--- src/rtl/a2p_wb_pkg.sv ---
// Shared types and constants for the A2P instruction/data Wishbone arbiter.
package a2p_wb_pkg;

    typedef enum logic [1:0] {
        GNT_NONE = 2'd0,
        GNT_I    = 2'd1,
        GNT_D    = 2'd2
    } grant_e;

    localparam logic [2:0] CLASSIC = 3'b000;
    localparam logic [2:0] INCR    = 3'b010;
    localparam logic [2:0] EOB     = 3'b111;

    localparam logic [1:0] LINEAR  = 2'b00;

    // Round-robin pick: on a tie the master that did not win last time gets the bus.
    function automatic grant_e rr_pick(input logic req_i, input logic req_d, input grant_e last);
        if (req_i && req_d) begin
            return (last == GNT_I) ? GNT_D : GNT_I;
        end else if (req_i) begin
            return GNT_I;
        end else if (req_d) begin
            return GNT_D;
        end
        return GNT_NONE;
    endfunction

endpackage

--- src/rtl/a2p_wb_timeout.sv ---
// Bus watchdog: counts strobe cycles without a slave response and fires a one-cycle expire.
module a2p_wb_timeout #(
    parameter int CYCLES = 1024
) (
    input  logic clk,
    input  logic reset,
    input  logic stb,
    input  logic ack,
    input  logic err,
    input  logic clr,
    output logic expire
);

    localparam int CNT_W = $clog2(CYCLES + 1);
    localparam logic [CNT_W-1:0] LAST = CNT_W'(CYCLES - 1);

    logic [CNT_W-1:0] cnt_reg;
    logic [CNT_W-1:0] cnt_next;

    // A slave response in the expiry cycle wins, so ack/err suppress the synthetic error.
    assign expire = stb && !ack && !err && !clr && (cnt_reg == LAST);

    always_comb begin
        cnt_next = cnt_reg + CNT_W'(1);
        if (clr || !stb || ack || err || expire) begin
            cnt_next = '0;
        end
    end

    always_ff @(posedge clk) begin
        if (reset) begin
            cnt_reg <= '0;
        end else begin
            cnt_reg <= cnt_next;
        end
    end

endmodule

--- src/rtl/a2p_wb_arbiter.sv ---
// Round-robin arbiter merging the A2P instruction and data Wishbone masters onto one slave port.
module a2p_wb_arbiter
    import a2p_wb_pkg::*;
#(
    parameter int ADR_W          = 30,
    parameter int DAT_W          = 32,
    parameter int TIMEOUT_CYCLES = 1024
) (
    input  logic               clk,
    input  logic               reset,

    input  logic               wb_i_CYC,
    input  logic               wb_i_STB,
    input  logic [ADR_W-1:0]   wb_i_ADR,
    input  logic [1:0]         wb_i_BTE,
    input  logic [2:0]         wb_i_CTI,
    output logic               wb_i_ACK,
    output logic               wb_i_ERR,
    output logic [DAT_W-1:0]   wb_i_DAT_MISO,

    input  logic               wb_d_CYC,
    input  logic               wb_d_STB,
    input  logic               wb_d_WE,
    input  logic [ADR_W-1:0]   wb_d_ADR,
    input  logic [DAT_W-1:0]   wb_d_DAT_MOSI,
    input  logic [DAT_W/8-1:0] wb_d_SEL,
    input  logic [1:0]         wb_d_BTE,
    input  logic [2:0]         wb_d_CTI,
    output logic               wb_d_ACK,
    output logic               wb_d_ERR,
    output logic [DAT_W-1:0]   wb_d_DAT_MISO,

    output logic               wb_CYC,
    output logic               wb_STB,
    output logic               wb_WE,
    output logic [ADR_W-1:0]   wb_ADR,
    output logic [DAT_W-1:0]   wb_DAT_MOSI,
    output logic [DAT_W/8-1:0] wb_SEL,
    output logic [1:0]         wb_BTE,
    output logic [2:0]         wb_CTI,
    input  logic               wb_ACK,
    input  logic               wb_ERR,
    input  logic [DAT_W-1:0]   wb_DAT_MISO
);

    grant_e state_reg;
    grant_e state_next;
    grant_e last_reg;
    grant_e last_next;

    logic own_i;
    logic own_d;
    logic own_stb;
    logic expire;

    // Grant is held until the owner drops CYC, so bursts are never split.
    always_comb begin
        state_next = state_reg;
        last_next  = last_reg;
        case (state_reg)
            GNT_NONE: begin
                state_next = rr_pick(wb_i_CYC, wb_d_CYC, last_reg);
                if (state_next != GNT_NONE) begin
                    last_next = state_next;
                end
            end
            GNT_I: begin
                if (!wb_i_CYC) begin
                    state_next = GNT_NONE;
                end
            end
            GNT_D: begin
                if (!wb_d_CYC) begin
                    state_next = GNT_NONE;
                end
            end
            default: state_next = GNT_NONE;
        endcase
    end

    always_ff @(posedge clk) begin
        if (reset) begin
            state_reg <= GNT_NONE;
            last_reg  <= GNT_I;
        end else begin
            state_reg <= state_next;
            last_reg  <= last_next;
        end
    end

    assign own_i   = !reset && (state_reg == GNT_I);
    assign own_d   = !reset && (state_reg == GNT_D);
    assign own_stb = (own_i && wb_i_STB) || (own_d && wb_d_STB);

    generate
        if (TIMEOUT_CYCLES > 0) begin : g_wdog
            a2p_wb_timeout #(
                .CYCLES (TIMEOUT_CYCLES)
            ) u_wdog (
                .clk    (clk),
                .reset  (reset),
                .stb    (own_stb),
                .ack    (wb_ACK),
                .err    (wb_ERR),
                .clr    (!(own_i || own_d)),
                .expire (expire)
            );
        end else begin : g_no_wdog
            assign expire = 1'b0;
        end
    endgenerate

    // Everything idles at zero unless a master owns the bus.
    always_comb begin
        wb_CYC        = 1'b0;
        wb_STB        = 1'b0;
        wb_WE         = 1'b0;
        wb_ADR        = '0;
        wb_DAT_MOSI   = '0;
        wb_SEL        = '0;
        wb_BTE        = '0;
        wb_CTI        = '0;
        wb_i_ACK      = 1'b0;
        wb_i_ERR      = 1'b0;
        wb_d_ACK      = 1'b0;
        wb_d_ERR      = 1'b0;
        wb_i_DAT_MISO = '0;
        wb_d_DAT_MISO = '0;
        if (own_i) begin
            wb_CYC   = wb_i_CYC;
            wb_STB   = wb_i_STB && !expire;
            wb_ADR   = wb_i_ADR;
            wb_SEL   = '1;
            wb_BTE   = wb_i_BTE;
            wb_CTI   = wb_i_CTI;
            wb_i_ACK = wb_ACK;
            wb_i_ERR = wb_ERR || expire;
        end else if (own_d) begin
            wb_CYC      = wb_d_CYC;
            wb_STB      = wb_d_STB && !expire;
            wb_WE       = wb_d_WE;
            wb_ADR      = wb_d_ADR;
            wb_DAT_MOSI = wb_d_DAT_MOSI;
            wb_SEL      = wb_d_SEL;
            wb_BTE      = wb_d_BTE;
            wb_CTI      = wb_d_CTI;
            wb_d_ACK    = wb_ACK;
            wb_d_ERR    = wb_ERR || expire;
        end
        if (own_i || own_d) begin
            wb_i_DAT_MISO = wb_DAT_MISO;
            wb_d_DAT_MISO = wb_DAT_MISO;
        end
    end

endmodule

--- config.mk ---
export PLATFORM = sky130hd
export DESIGN_NAME = a2p_wb_arbiter
export DESIGN_NICKNAME = d
export VERILOG_FILES = /design/src/rtl/a2p_wb_pkg.sv /design/src/rtl/a2p_wb_timeout.sv /design/src/rtl/a2p_wb_arbiter.sv
export SDC_FILE = /design/constraint.sdc
export NUM_CORES = 1
export LEC_CHECK = 0
export ABC_AREA = 1
export CAP_MARGIN = 20
export CORE_AREA = 2 2 112 114
export DETAILED_ROUTE_END_ITERATION = 12
export DIE_AREA = 0 0 114 116
export SLEW_MARGIN = 20
export SYNTH_ARGS = -nofsm -noshare
export SYNTH_HDL_FRONTEND = slang
export SYNTH_SLANG_ARGS = --single-unit
--- constraint.sdc ---
create_clock -name clk -period 2 [get_ports clk]
set_input_delay 0.2 -clock clk [delete_from_list [all_inputs] [get_ports clk]]
set_output_delay 0.2 -clock clk [all_outputs]
set_load 0.05 [all_outputs]
---- Yosys cells after proc, flatten, opt, wreduce, memory -nomap -nowiden ----
Index checks and enable logic that the tools add are counted.
storage, ports and cells
  bits in registers ....................... 15
  bits of input ports ..................... 147
  output and inout port bits .............. 142
  word-level logic and storage cells ...... 75
operators by class
  add/sub/neg operators ................... 1
  eq/ne operators ......................... 6
  muxes and demuxes ....................... 36
  reduce and logical (&&, ||, !) cells .... 29
operators with widths
  operator                                         number
  2-to-1 mux 32 bit                                3
  2-to-1 mux 30 bit                                2
  2-to-1 mux 2 bit                                 10
  2-to-1 mux 1 bit                                 16
  adder 11 x 1 -> 11 bit, second input constant    1
  == test 11 x 10 -> 1 bit, second input constant  1
  logical AND 1 bit                                11
  2-to-1 mux 4 bit                                 2
  logical OR 1 bit                                 7
  zero test 1 bit                                  6
  2-to-1 mux 3 bit                                 2
  case mux 2 bit (3 select lines)                  1
  == test 2 x 1 -> 1 bit, second input constant    2
  != test 2 bit, second input constant             2
  AND reduction 2 bit                              2
  == test 2 bit, second input constant             1
  zero test 2 bit                                  1
  nonzero test 2 bit                               1
  OR reduction 2 bit                               1

---- Depth between registers and ports, before layout ----
  depth in word-level cells ............... 12
  gate-level depth with buffers ........... 7
  gate-level depth less buffers ........... 7

---- By module ----
From an unflattened synthesis, not the netlist that was laid out.
second synthesis, totals
  cell total of the unflattened synthesis .. 410
  area total of the unflattened synthesis .. 2,077.0 µm²
modules (own cells, without submodules)
  module          times used  cells an instance  area an instance (µm²)  seq. area each (µm²)
  a2p_wb_arbiter  1           332                1,515.2                 80.1
  a2p_wb_timeout  1           78                 561.8                   220.2

---- Worst setup path after synthesis ----
Ideal clock, no wire load.
  kind .................................... reg2out
  start ................................... reg g_wdog.u_wdog.cnt_reg[0]
  end ..................................... out wb_STB
  arrival time ............................ 1,947 ps
  required time ........................... 1,800 ps
  setup slack ............................. -147 ps
  stages on the path, launching flop included .. 7
  buffers on the path ..................... 0
  cells stage by stage .................... dfxtp_1 ha_1 nand2_1 nor2_4 nand2_2 nor2_1 a21boi_0
between the ends
  longest elaborated chain between the ends .. 6
  elaborated cells between the ends (all ways) .. 7
  those cells by class .................... eq/ne (1); mux (2); reduce/logical (4)
ends and longest elaborated chain
  item                        RTL line                                      text
  start, declared             a2p_wb_timeout.sv:17                          logic [CNT_W-1:0] cnt_reg;
  start signal, assigned      a2p_wb_timeout.sv:34                          cnt_reg <= cnt_next;
  == test 11 x 10 -> 1 bit *  a2p_wb_timeout.sv:21                          assign expire = stb && !ack && !err && !clr && (cnt_reg == LAST);
  logical AND 1 bit *         a2p_wb_timeout.sv:21
  zero test 1 bit *           a2p_wb_arbiter.sv:131, a2p_wb_arbiter.sv:140
  logical AND 1 bit           a2p_wb_arbiter.sv:140                         wb_STB = wb_d_STB && !expire;
  2-to-1 mux 1 bit            a2p_wb_arbiter.sv:138                         end else if (own_d) begin
  2-to-1 mux 1 bit *          a2p_wb_arbiter.sv:129                         if (own_i) begin
  end, declared               a2p_wb_arbiter.sv:34                          output logic wb_STB,
Every way passes the cells marked *; elsewhere a longest branch is shown, timed or not.

---- Worst setup path in the final report ----
  start ................................... in reset
  end ..................................... out wb_i_DAT_MISO[23]
between the ends
  longest elaborated chain between the ends .. 4
  elaborated cells between the ends (all ways) .. 5
  those cells by class .................... mux (1); reduce/logical (4)
ends and longest elaborated chain
  item                                  RTL line                                    text
  start, declared                       a2p_wb_arbiter.sv:10                        input logic reset,
  zero test 1 bit *                     a2p_wb_arbiter.sv:91, a2p_wb_arbiter.sv:92
  logical AND 1 bit (on tied branches)  a2p_wb_arbiter.sv:91, a2p_wb_arbiter.sv:92
  logical OR 1 bit *                    a2p_wb_arbiter.sv:150                       if (own_i || own_d) begin
  2-to-1 mux 32 bit *                   a2p_wb_arbiter.sv:150
  end, declared                         a2p_wb_arbiter.sv:19                        output logic [DAT_W-1:0] wb_i_DAT_MISO,
Marked as above.

==> run metrics <==
status=completed; Slew Limit Fails=0; WHS Endpoint=g_wdog.u_wdog.cnt_reg[0]; Die H=116 um; syn_area_per_cell=5.36 sq um; final net count=817; skew final=0.684 ps; antenna violations before repair=0; RSZ-0062 raised after global routing=true; total grt overflow=0; endpoints failing setup=0; register area share after synthesis=14.4%; uppermost layer routed=met4; Hold Buf Count CTS=0; Tmin final=1900 ps; Synth cell types=24; Metal-1 WL=4630 um; CP Class=input port to primary output; Startpoint Class=input port; r2r setup slk=500 ps; met2 WL=6790 um; Hold Vio Cnt, Final=0; Area Overhead vs Synth=216%; vias=3209; Crit. End Element=primary output; WL/cell=15.2 um; max reg flops=11; R2R Path Start=g_wdog.u_wdog.cnt_reg[0]; Worst slew margin=66.0%; WHS Path Cells=1; max_cap viols=0; PwrDens=385 nW/um^2; die width=114 um; hpwl dp=11000 um; Layout Cells excl Fill=815; Starting Density=17.6%; CTS buffer count=3; Inst Count DP=811; CTS tree=built; CP max FO=26; CP required=1800 ps; ratio of cells with drive above 1 in the final layout=29.8%; final period utilization=94.9%; Critical Path AT=1700 ps; clock sinks=15; largest net degree at the start of global routing=47; Hold WS=422 ps; CTS Buffer Depth=2; # rows=40; Initial DRC Count=116; Yosys reg bits=15; clk slew on worst S/H paths=50 ps; clk_lat worst skew=240 ps; syn_nets=538; Hold WC Path Type=flip-flop to flip-flop; vias in the first global route=3109; Post-Syn Area=2090 sq um; min-delay src=g_wdog.u_wdog.cnt_reg[0]; Ys Warns=0; final WL=12400 um; total power=2.55 mW; I/O pin cnt=289; RR Endpoint=g_wdog.u_wdog.cnt_reg[10]; met3 WL=787 um; ant diodes=0; die area=13200 sq um; Max IR drop VDD=0.000415 V; Buffers on Ports=288; final RePlAce weighted congestion=0.861; final antenna-violating net count=0; Worst Tran Pin Value=508 ps; H-tree depth=1; All-Layer GR Usage=17.0%; first-pass GRT wire length=17500 um; First-pass DRT Iterations=4; Syn Inst Count=390; routed vias/inst=3.94; Post-route DRC=0; P_leak=3.18 nW; R2R cell count=6; Core ar.=11900 sq um; CTS root buffer=clkbuf_16; Fmax achieved=0.527 GHz
## routing by layer
layer  track usage, %  vias to the layer above
met5                0                        -
met4             2.85                        0
met3             3.24                       16
met2             33.0                      146
met1             19.5                     1417
li1                 -                     1630
## worst max path at each step
stage | from | to
finish | reset | wb_i_DAT_MISO[23]
global route | reset | wb_i_DAT_MISO[1]
CTS | g_wdog.u_wdog.cnt_reg[0] | wb_d_ERR
detailed placement | reset | wb_d_DAT_MISO[13]
global placement | reset | wb_i_DAT_MISO[11]
floorplan | state_reg[1] | wb_i_DAT_MISO[10]
## power by group
| part | total [mW] | leakage (nW) | switching [mW] | internal [mW] |
|---|---|---|---|---|
| Sequential | 0.318 | 0.122 | 0.00834 | 0.309 |
| Combinational | 1.85 | 3.02 | 0.924 | 0.923 |
| Clock | 0.381 | 0.0382 | 0.112 | 0.269 |
| Total | 2.55 | 3.18 | 1.04 | 1.50 |
## cell type report
class,instances,area [sq um]
Tap cell,147,184
Clock buffer,4,78.8
Timing Repair Buffer,322,4580
Sequential cell,15,302
Fill cell,1048,5300
Multi-Input combinational cell,172,883
Inverter,155,582
## through the flow
| step | util, % | setup slack [ps] | instance area (sq um) | TNS [ps] |
|---|---|---|---|---|
| after floorplan | - | -24.1 | 2090 | -723 |
| after global placement | 54.6 | 57.8 | 6500 | 0 |
| after detailed placement | 54.6 | 56.2 | 6500 | 0 |
| after CTS | 55.3 | 17.7 | 6580 | 0 |
| after global routing | 55.5 | -0.647 | 6610 | -0.647 |
| final | 55.5 | 103 | 6610 | 0 |
## critical path: stages
cell and delay, ps:
clkdlybuf4s50_1 440, inv_2 120, nand3_2 130, nand2_1 100
inv_2 50, buf_12 150, nor2_1 310, buf_12 190
## cells in the mapped netlist
| master | number | area [sq um] |
|---|---|---|
| nand4_1 | 3 | 18.8 |
| buf_2 | 8 | 40.0 |
| nand2_2 | 1 | 6.26 |
| o211ai_2 | 1 | 12.5 |
| buf_4 | 36 | 270 |
| nor2_1 | 82 | 308 |
| a21boi_0 | 1 | 7.51 |
| buf_6 | 4 | 45.0 |
| nand3_1 | 7 | 35.0 |
| nor2_4 | 1 | 11.3 |
| a21oi_1 | 6 | 30.0 |
| xnor2_1 | 4 | 35.0 |
| xor2_1 | 3 | 26.3 |
| nor2_2 | 2 | 12.5 |
| dfxtp_1 | 15 | 300 |
| ha_1 | 1 | 12.5 |
| nor3_1 | 1 | 5.00 |
| inv_1 | 153 | 574 |
| nand2_1 | 15 | 56.3 |
| o21ai_0 | 6 | 30.0 |
| o22ai_1 | 35 | 219 |
| o211ai_1 | 1 | 7.51 |
| inv_2 | 2 | 7.51 |
| nand3_2 | 2 | 20.0 |
## logic make-up after synthesis
family | after synthesis | share of synthesized area (%)
AO/OA/AOI/OAI | 50 | 14.7
XOR/XNOR | 7 | 2.93
adder cells (fa/ha/maj) | 1 | 0.598
buffers and inverters | 203 | 44.8
flip-flops | 15 | 14.4
AND/OR/NAND/NOR | 114 | 22.6
## what timing repair did
action                                  4_1_cts  5_1_grt
setup buffers                                 0        0
gates resized for setup                       0       11
endpoints found under the setup margin        0       10
## cell usage in the layout, fill, tap and decap left out, types with 4 or more instances in the layout
master / n
nand2_1: 15
o22ai_1: 35
clkdlybuf4s50_1: 146
nor2_1: 76
nand3_1: 6
buf_12: 144
a21oi_1: 4
inv_1: 153
xnor2_1: 4
dfxtp_1: 14
o21ai_0: 6
buf_4: 32
nor2_2: 8
Power figures use the tool's default switching activity.
